File: src/rtl/xpt_pkg.sv
// rtl/xpt_pkg.sv - shared XPT widths and execution-phase constants
package xpt_pkg;
   localparam int XPT_W = 5;

   typedef logic [XPT_W-1:0] xpt_t;

   localparam xpt_t XPT_MAX            = 5'd31;
   localparam xpt_t XPT_FETCH_RD_FIRST = 5'd1;
   localparam xpt_t XPT_FETCH_LATCH    = 5'd2;
   localparam xpt_t XPT_DECODE_FIRST   = 5'd3;

   localparam logic [7:0] OPC_NOP = 8'h00;
endpackage

File: src/rtl/sequencer_xpt_source_if.sv
// rtl/sequencer_xpt_source_if.sv - bus between the sequencer, memory and the per-opcode decoders
interface sequencer_xpt_source_if;
   import xpt_pkg::*;

   logic       Wait;
   logic [7:0] DataIn;
   logic       PR_Reset_XPT;
   logic       P2_Set_CM1;
   logic       Pa_Ophd;
   xpt_t       XPT;
   xpt_t       notXPT;
   logic [7:0] Source;
   logic [7:0] notSource;
   logic       CM1;
   logic       Decode_Enable;
   logic       Fetch_Read;
   logic       Overrun;

   modport master (
      input  Wait, DataIn, PR_Reset_XPT, P2_Set_CM1, Pa_Ophd,
      output XPT, notXPT, Source, notSource, CM1, Decode_Enable, Fetch_Read, Overrun
   );

   modport slave (
      output Wait, DataIn, PR_Reset_XPT, P2_Set_CM1, Pa_Ophd,
      input  XPT, notXPT, Source, notSource, CM1, Decode_Enable, Fetch_Read, Overrun
   );
endinterface

File: src/rtl/xpt_counter.sv
// rtl/xpt_counter.sv - XPT register with registered complement, restart priority and sticky overrun
module xpt_counter
   import xpt_pkg::*;
(
   input  logic clk,
   input  logic rst_n,
   input  logic hold,
   input  logic restart,
   output xpt_t xpt,
   output xpt_t not_xpt,
   output logic overrun
);

   xpt_t xpt_next;
   logic overrun_next;

   // Restart beats saturation, so a request at XPT_MAX never flags overrun.
   always_comb begin
      xpt_next     = xpt;
      overrun_next = overrun;
      if (restart) begin
         xpt_next = '0;
      end else if (xpt == XPT_MAX) begin
         overrun_next = 1'b1;
      end else begin
         xpt_next = xpt + XPT_W'(1);
      end
   end

   always_ff @(posedge clk or negedge rst_n) begin
      if (!rst_n) begin
         xpt     <= '0;
         not_xpt <= '1;
         overrun <= 1'b0;
      end else if (!hold) begin
         xpt     <= xpt_next;
         not_xpt <= ~xpt_next;
         overrun <= overrun_next;
      end
   end

endmodule

File: src/rtl/sequencer_xpt_source.sv
// rtl/sequencer_xpt_source.sv - execution-phase sequencer: opcode fetch, opcode latch and decode enable
module sequencer_xpt_source
   import xpt_pkg::*;
(
   input  logic                   Clock,
   input  logic                   notReset,
   sequencer_xpt_source_if.master bus
);

   logic       restart;
   logic       cm1_next;
   logic       de_next;
   logic       latch_opc;
   logic [7:0] source_q;
   logic [7:0] not_source_q;
   logic       cm1_q;
   logic       de_q;

   // End-of-instruction requests only count once the opcode is latched.
   assign restart   = bus.PR_Reset_XPT && de_q;
   assign latch_opc = !restart && cm1_q && (bus.XPT == XPT_FETCH_LATCH);

   xpt_counter u_xpt_counter (
      .clk     (Clock),
      .rst_n   (notReset),
      .hold    (bus.Wait),
      .restart (restart),
      .xpt     (bus.XPT),
      .not_xpt (bus.notXPT),
      .overrun (bus.Overrun)
   );

   always_comb begin
      cm1_next = cm1_q;
      de_next  = de_q;
      if (restart) begin
         cm1_next = bus.P2_Set_CM1;
         if (bus.Pa_Ophd) de_next = 1'b0;
      end else if (latch_opc) begin
         de_next = 1'b1;
      end else if (cm1_q && (bus.XPT == XPT_DECODE_FIRST)) begin
         cm1_next = 1'b0;
      end
   end

   always_ff @(posedge Clock or negedge notReset) begin
      if (!notReset) begin
         cm1_q        <= 1'b1;
         de_q         <= 1'b0;
         source_q     <= OPC_NOP;
         not_source_q <= ~OPC_NOP;
      end else if (!bus.Wait) begin
         cm1_q <= cm1_next;
         de_q  <= de_next;
         if (latch_opc) begin
            source_q     <= bus.DataIn;
            not_source_q <= ~bus.DataIn;
         end
      end
   end

   assign bus.CM1           = cm1_q;
   assign bus.Decode_Enable = de_q;
   assign bus.Source        = source_q;
   assign bus.notSource     = not_source_q;
   assign bus.Fetch_Read    = cm1_q && ((bus.XPT == XPT_FETCH_RD_FIRST) || (bus.XPT == XPT_FETCH_LATCH));

endmodule

File: src/flat_wrapper.sv
// flat-port wrapper written by rule: the top's interface ports become plain ports
module sequencer_xpt_source_flat import xpt_pkg::*;
  (Clock, notReset, bus_Wait, bus_DataIn, bus_PR_Reset_XPT, bus_P2_Set_CM1, bus_Pa_Ophd, bus_XPT, bus_notXPT, bus_Source, bus_notSource, bus_CM1, bus_Decode_Enable, bus_Fetch_Read, bus_Overrun);
  sequencer_xpt_source_if bus_i ();
  input  logic Clock;
  input  logic notReset;
  input wire logic [$bits(bus_i.Wait)-1:0] bus_Wait;
  input wire logic [$bits(bus_i.DataIn)-1:0] bus_DataIn;
  input wire logic [$bits(bus_i.PR_Reset_XPT)-1:0] bus_PR_Reset_XPT;
  input wire logic [$bits(bus_i.P2_Set_CM1)-1:0] bus_P2_Set_CM1;
  input wire logic [$bits(bus_i.Pa_Ophd)-1:0] bus_Pa_Ophd;
  output wire logic [$bits(bus_i.XPT)-1:0] bus_XPT;
  output wire logic [$bits(bus_i.notXPT)-1:0] bus_notXPT;
  output wire logic [$bits(bus_i.Source)-1:0] bus_Source;
  output wire logic [$bits(bus_i.notSource)-1:0] bus_notSource;
  output wire logic [$bits(bus_i.CM1)-1:0] bus_CM1;
  output wire logic [$bits(bus_i.Decode_Enable)-1:0] bus_Decode_Enable;
  output wire logic [$bits(bus_i.Fetch_Read)-1:0] bus_Fetch_Read;
  output wire logic [$bits(bus_i.Overrun)-1:0] bus_Overrun;
  assign bus_i.Wait = bus_Wait;
  assign bus_i.DataIn = bus_DataIn;
  assign bus_i.PR_Reset_XPT = bus_PR_Reset_XPT;
  assign bus_i.P2_Set_CM1 = bus_P2_Set_CM1;
  assign bus_i.Pa_Ophd = bus_Pa_Ophd;
  assign bus_XPT = bus_i.XPT;
  assign bus_notXPT = bus_i.notXPT;
  assign bus_Source = bus_i.Source;
  assign bus_notSource = bus_i.notSource;
  assign bus_CM1 = bus_i.CM1;
  assign bus_Decode_Enable = bus_i.Decode_Enable;
  assign bus_Fetch_Read = bus_i.Fetch_Read;
  assign bus_Overrun = bus_i.Overrun;
  sequencer_xpt_source u_core (.Clock(Clock), .notReset(notReset), .bus(bus_i));
endmodule
File: config.mk
export PLATFORM = sky130hd
export DESIGN_NAME = sequencer_xpt_source_flat
export DESIGN_NICKNAME = d
export VERILOG_FILES = /design/src/rtl/xpt_pkg.sv /design/src/rtl/sequencer_xpt_source_if.sv /design/src/rtl/xpt_counter.sv /design/src/rtl/sequencer_xpt_source.sv /design/src/flat_wrapper.sv
export SDC_FILE = /design/constraint.sdc
export NUM_CORES = 1
export LEC_CHECK = 0
export CAP_MARGIN = 10
export CORE_ASPECT_RATIO = 1.5
export CORE_UTILIZATION = 25
export CTS_BUF_LIST = sky130_fd_sc_hd__clkbuf_4
export DETAILED_ROUTE_END_ITERATION = 16
export MAX_ROUTING_LAYER = met4
export PLACE_DENSITY = 0.49
export SLEW_MARGIN = 20
export SYNTH_ARGS = -nofsm -noshare
export SYNTH_HDL_FRONTEND = slang
export SYNTH_SLANG_ARGS = --single-unit
File: constraint.sdc
create_clock -name Clock -period 2 [get_ports Clock]
set_clock_uncertainty 0.1 [all_clocks]
set_input_delay 0.6 -clock Clock [delete_from_list [all_inputs] [get_ports Clock]]
set_output_delay 0.6 -clock Clock [all_outputs]
set_load 0.05 [all_outputs]
==> results_dict.tcl <==
set metrics [dict create \
    status "finished, violations left" \
    violations "negative setup slack" \
    core_um2 5200 \
    critPathArrivalTime_ps 1440 \
    final_common_cell "buf_4" \
    worst_path_max_delay_cell "dfrtp_2" \
    synth_seq_cells 29 \
    cts.sinks 29 \
    clk_latency_ps 320 \
    max_freq_mhz 467 \
    drt_iter0_drc 17 \
    antenna_found_initial 0 \
    final_cell_mix "buf_4 (28), buf_12 (21), dfstp_2 (14)" \
    htreeDepth 2 \
    finalSetupViolCount 1 \
    tritoncts "done" \
    overflow 0 \
    stdcell_area_um2 2230 \
    yosysWarningCount 0 \
    area_delta_synth_final_pct 64.1 \
    powerDensity_nw_per_um2 1880 \
    synth_fp_nets 125 \
    grt_pass1_vias 1154 \
    cp-start-kind "flip-flop" \
    hp-class "flip-flop to flip-flop" \
    groute.usage.overall_pct 12.5 \
    yosysSeqAreaShare_pct 54.6 \
    vias 1066 \
    die_area_um2 5750 \
    mappedNetlistArea_um2 1360 \
    place_area_um2 2150 \
    slew_violations 0 \
    ant_nets 0 \
    nets 187 \
    fp.dieW_um 62.2 \
    critPathBufInv 2 \
    place_congestion 0.780 \
    multi_input_area_um2 538 \
    rows 32 \
    syn_area_per_cell_um2 12.6 \
    drive_above_1_share_pct 53.2 \
    first_pass_iters 4 \
    num-fill-cells 503 \
    synthCells 108 \
    power.leakage_nw 1.11 \
    cp_max_fo 8 \
    hold_viol 0 \
    numCtsBuffers 5 \
    grt_max_degree 30 \
    clockBufferDepth 2 \
    ir_worst_vdd_v 0.00117 \
    cts_root_buffer "clkbuf_4" \
    drc_errors 0 \
    required_ps 1300 \
    antennaDiodeCount 0 \
    rsz0062_at_grt "true" \
    grt_pass1_wl_mm 5.39 \
    fin_ws_ps -140 \
    period_share_pct 107 \
    synth.distinct_cells 37 \
    end_kind "output pin" \
    critical_path_class "flip-flop to output pin" \
    start_util_pct 26.1 \
    die_h_um 92.3 \
    drv_cap 0 \
    path_clk_slew_ps 80 \
    max_stage_delay_ps 480 \
    worst_pin_slew_ps 366 \
    io_pins 44 \
    wl_per_cell_um 12.8 \
    cp_top_family "flip-flops" \
    viasPerCell 4.46 \
    crit_chain "inv_1 > ha_1 > o21a_4 > buf_12" \
    final.min_clock_period_ps 2140 \
    dp_hpwl_mm 2.35 \
    slew_headroom_pct 75.6 \
    port_buffers 43 \
    setup_tns_ps -140 \
    final-seq-area_um2 747 \
    wl_mm 3.07 \
]
-- layout make-up --
cell class                      instances  share of cell area [%]
Timing Repair Buffer                   62                    34.1
Tap cell                               68                    3.81
Multi-Input combinational cell         60                    24.1
Clock inverter                          1                   0.168
Inverter                               12                    2.02
Sequential cell                        29                    33.5
Clock buffer                            7                    2.35
-- sequential cells by signal, summed over array words and instances (netlist names) --
register,count
u_core.u_xpt_counter.not_xpt,5
u_core.bus.Source,8
u_core.bus.Decode_Enable,1
u_core.u_xpt_counter.overrun,1
u_core.bus.notSource,8
u_core.u_xpt_counter.xpt,5
u_core.bus.CM1,1
-- metal layers --
metal  part of all wire [%]  GRT usage (%)  vias up
li1                       -              -      505
met1                     36           12.2      522
met2                     55           22.3       33
met3                    6.4           4.06        6
met4                    2.0           5.81        0
met5                      0              -        -
-- worst reg2reg max path, stage by stage (launching register included) --
cell and delay, ps:
dfstp_2 540, nor4b_4 250, buf_4 160, buf_4 110, nand3_4 190, mux2_4 350
-- stage by stage --
stage | hold slack [ps] | worst slack, ps | instances | utilization (%) | total power, mW
CTS | 390 | -188 | 239 | 42.9 | 4.25
global route | 408 | -229 | 239 | 42.9 | 4.40
finish | 380 | -140 | 239 | 42.9 | 4.19
global placement | 359 | -160 | 228 | 41.3 | 3.82
floorplan | 204 | -5.51 | 108 | - | 2.62
detailed placement | 370 | -188 | 228 | 41.3 | 3.84
-- path summary, 6_finish.rpt --
check / start / endpoint / slack (ps) / cells past startpoint
max reg2reg: u_core.bus.CM1 / u_core.bus.Source[6] / 190 / 5
min: u_core.u_xpt_counter.overrun / u_core.u_xpt_counter.overrun / 380 / 1
min in group asynchronous: notReset / u_core.bus.Source[6] / 580 / 2
max in group asynchronous: notReset / u_core.bus.notSource[4] / 910 / 2
min reg2reg: u_core.u_xpt_counter.overrun / u_core.u_xpt_counter.overrun / 380 / 1
max: u_core.u_xpt_counter.xpt[1] / bus_Fetch_Read / -140 / 4
-- what timing repair did --
item,in CTS,in global routing
gates resized for setup,1,0
buffers inserted,3,0
endpoints found under the setup margin,1,1
pin swaps,0,0
hold buffers,0,0
-- cell usage after synthesis, drive strengths merged --
master,count,area [µm²]
a21o,1,7.51
nand2,3,11.3
nor2,1,3.75
and4,1,8.76
inv,11,41.3
mux2,8,97.6
nor3,4,20.0
a41oi,2,17.5
xor2,1,8.76
a31o,2,17.5
mux2i,9,90.1
a211oi,1,7.51
buf,4,32.5
clkbuf,3,11.3
dfrtp,15,375
nand4,1,6.26
ha,3,37.5
o221a,2,22.5
nand3,4,32.5
o41ai,1,8.76
a41o,1,10.0
o22ai,1,6.26
nand2b,1,6.26
o21ai,2,10.0
and3b,1,8.76
a211o,1,8.76
dfstp,14,368
nor4b,1,23.8
clkinv,1,3.75
a31oi,1,6.26
or3b,1,8.76
o21a,3,22.5
a21oi,3,18.8
-- cell families after synthesis --
family,count (synthesis),synth area share [%]
DFF,29,54.6
AOI/OAI and AO/OA,21,12.1
buffers and inverters,19,6.53
and+or+nand+nor,18,9.57
muxes,17,13.8
adders and majority gates,3,2.76
xor gates and xnor gates,1,0.644
-- power breakdown --
| group | internal, mW | switching [mW] |
|---|---|---|
| clock | 0.162 | 0.193 |
| combinational | 1.19 | 1.43 |
| sequential | 0.959 | 0.260 |
Power figures use the tool's default switching activity.
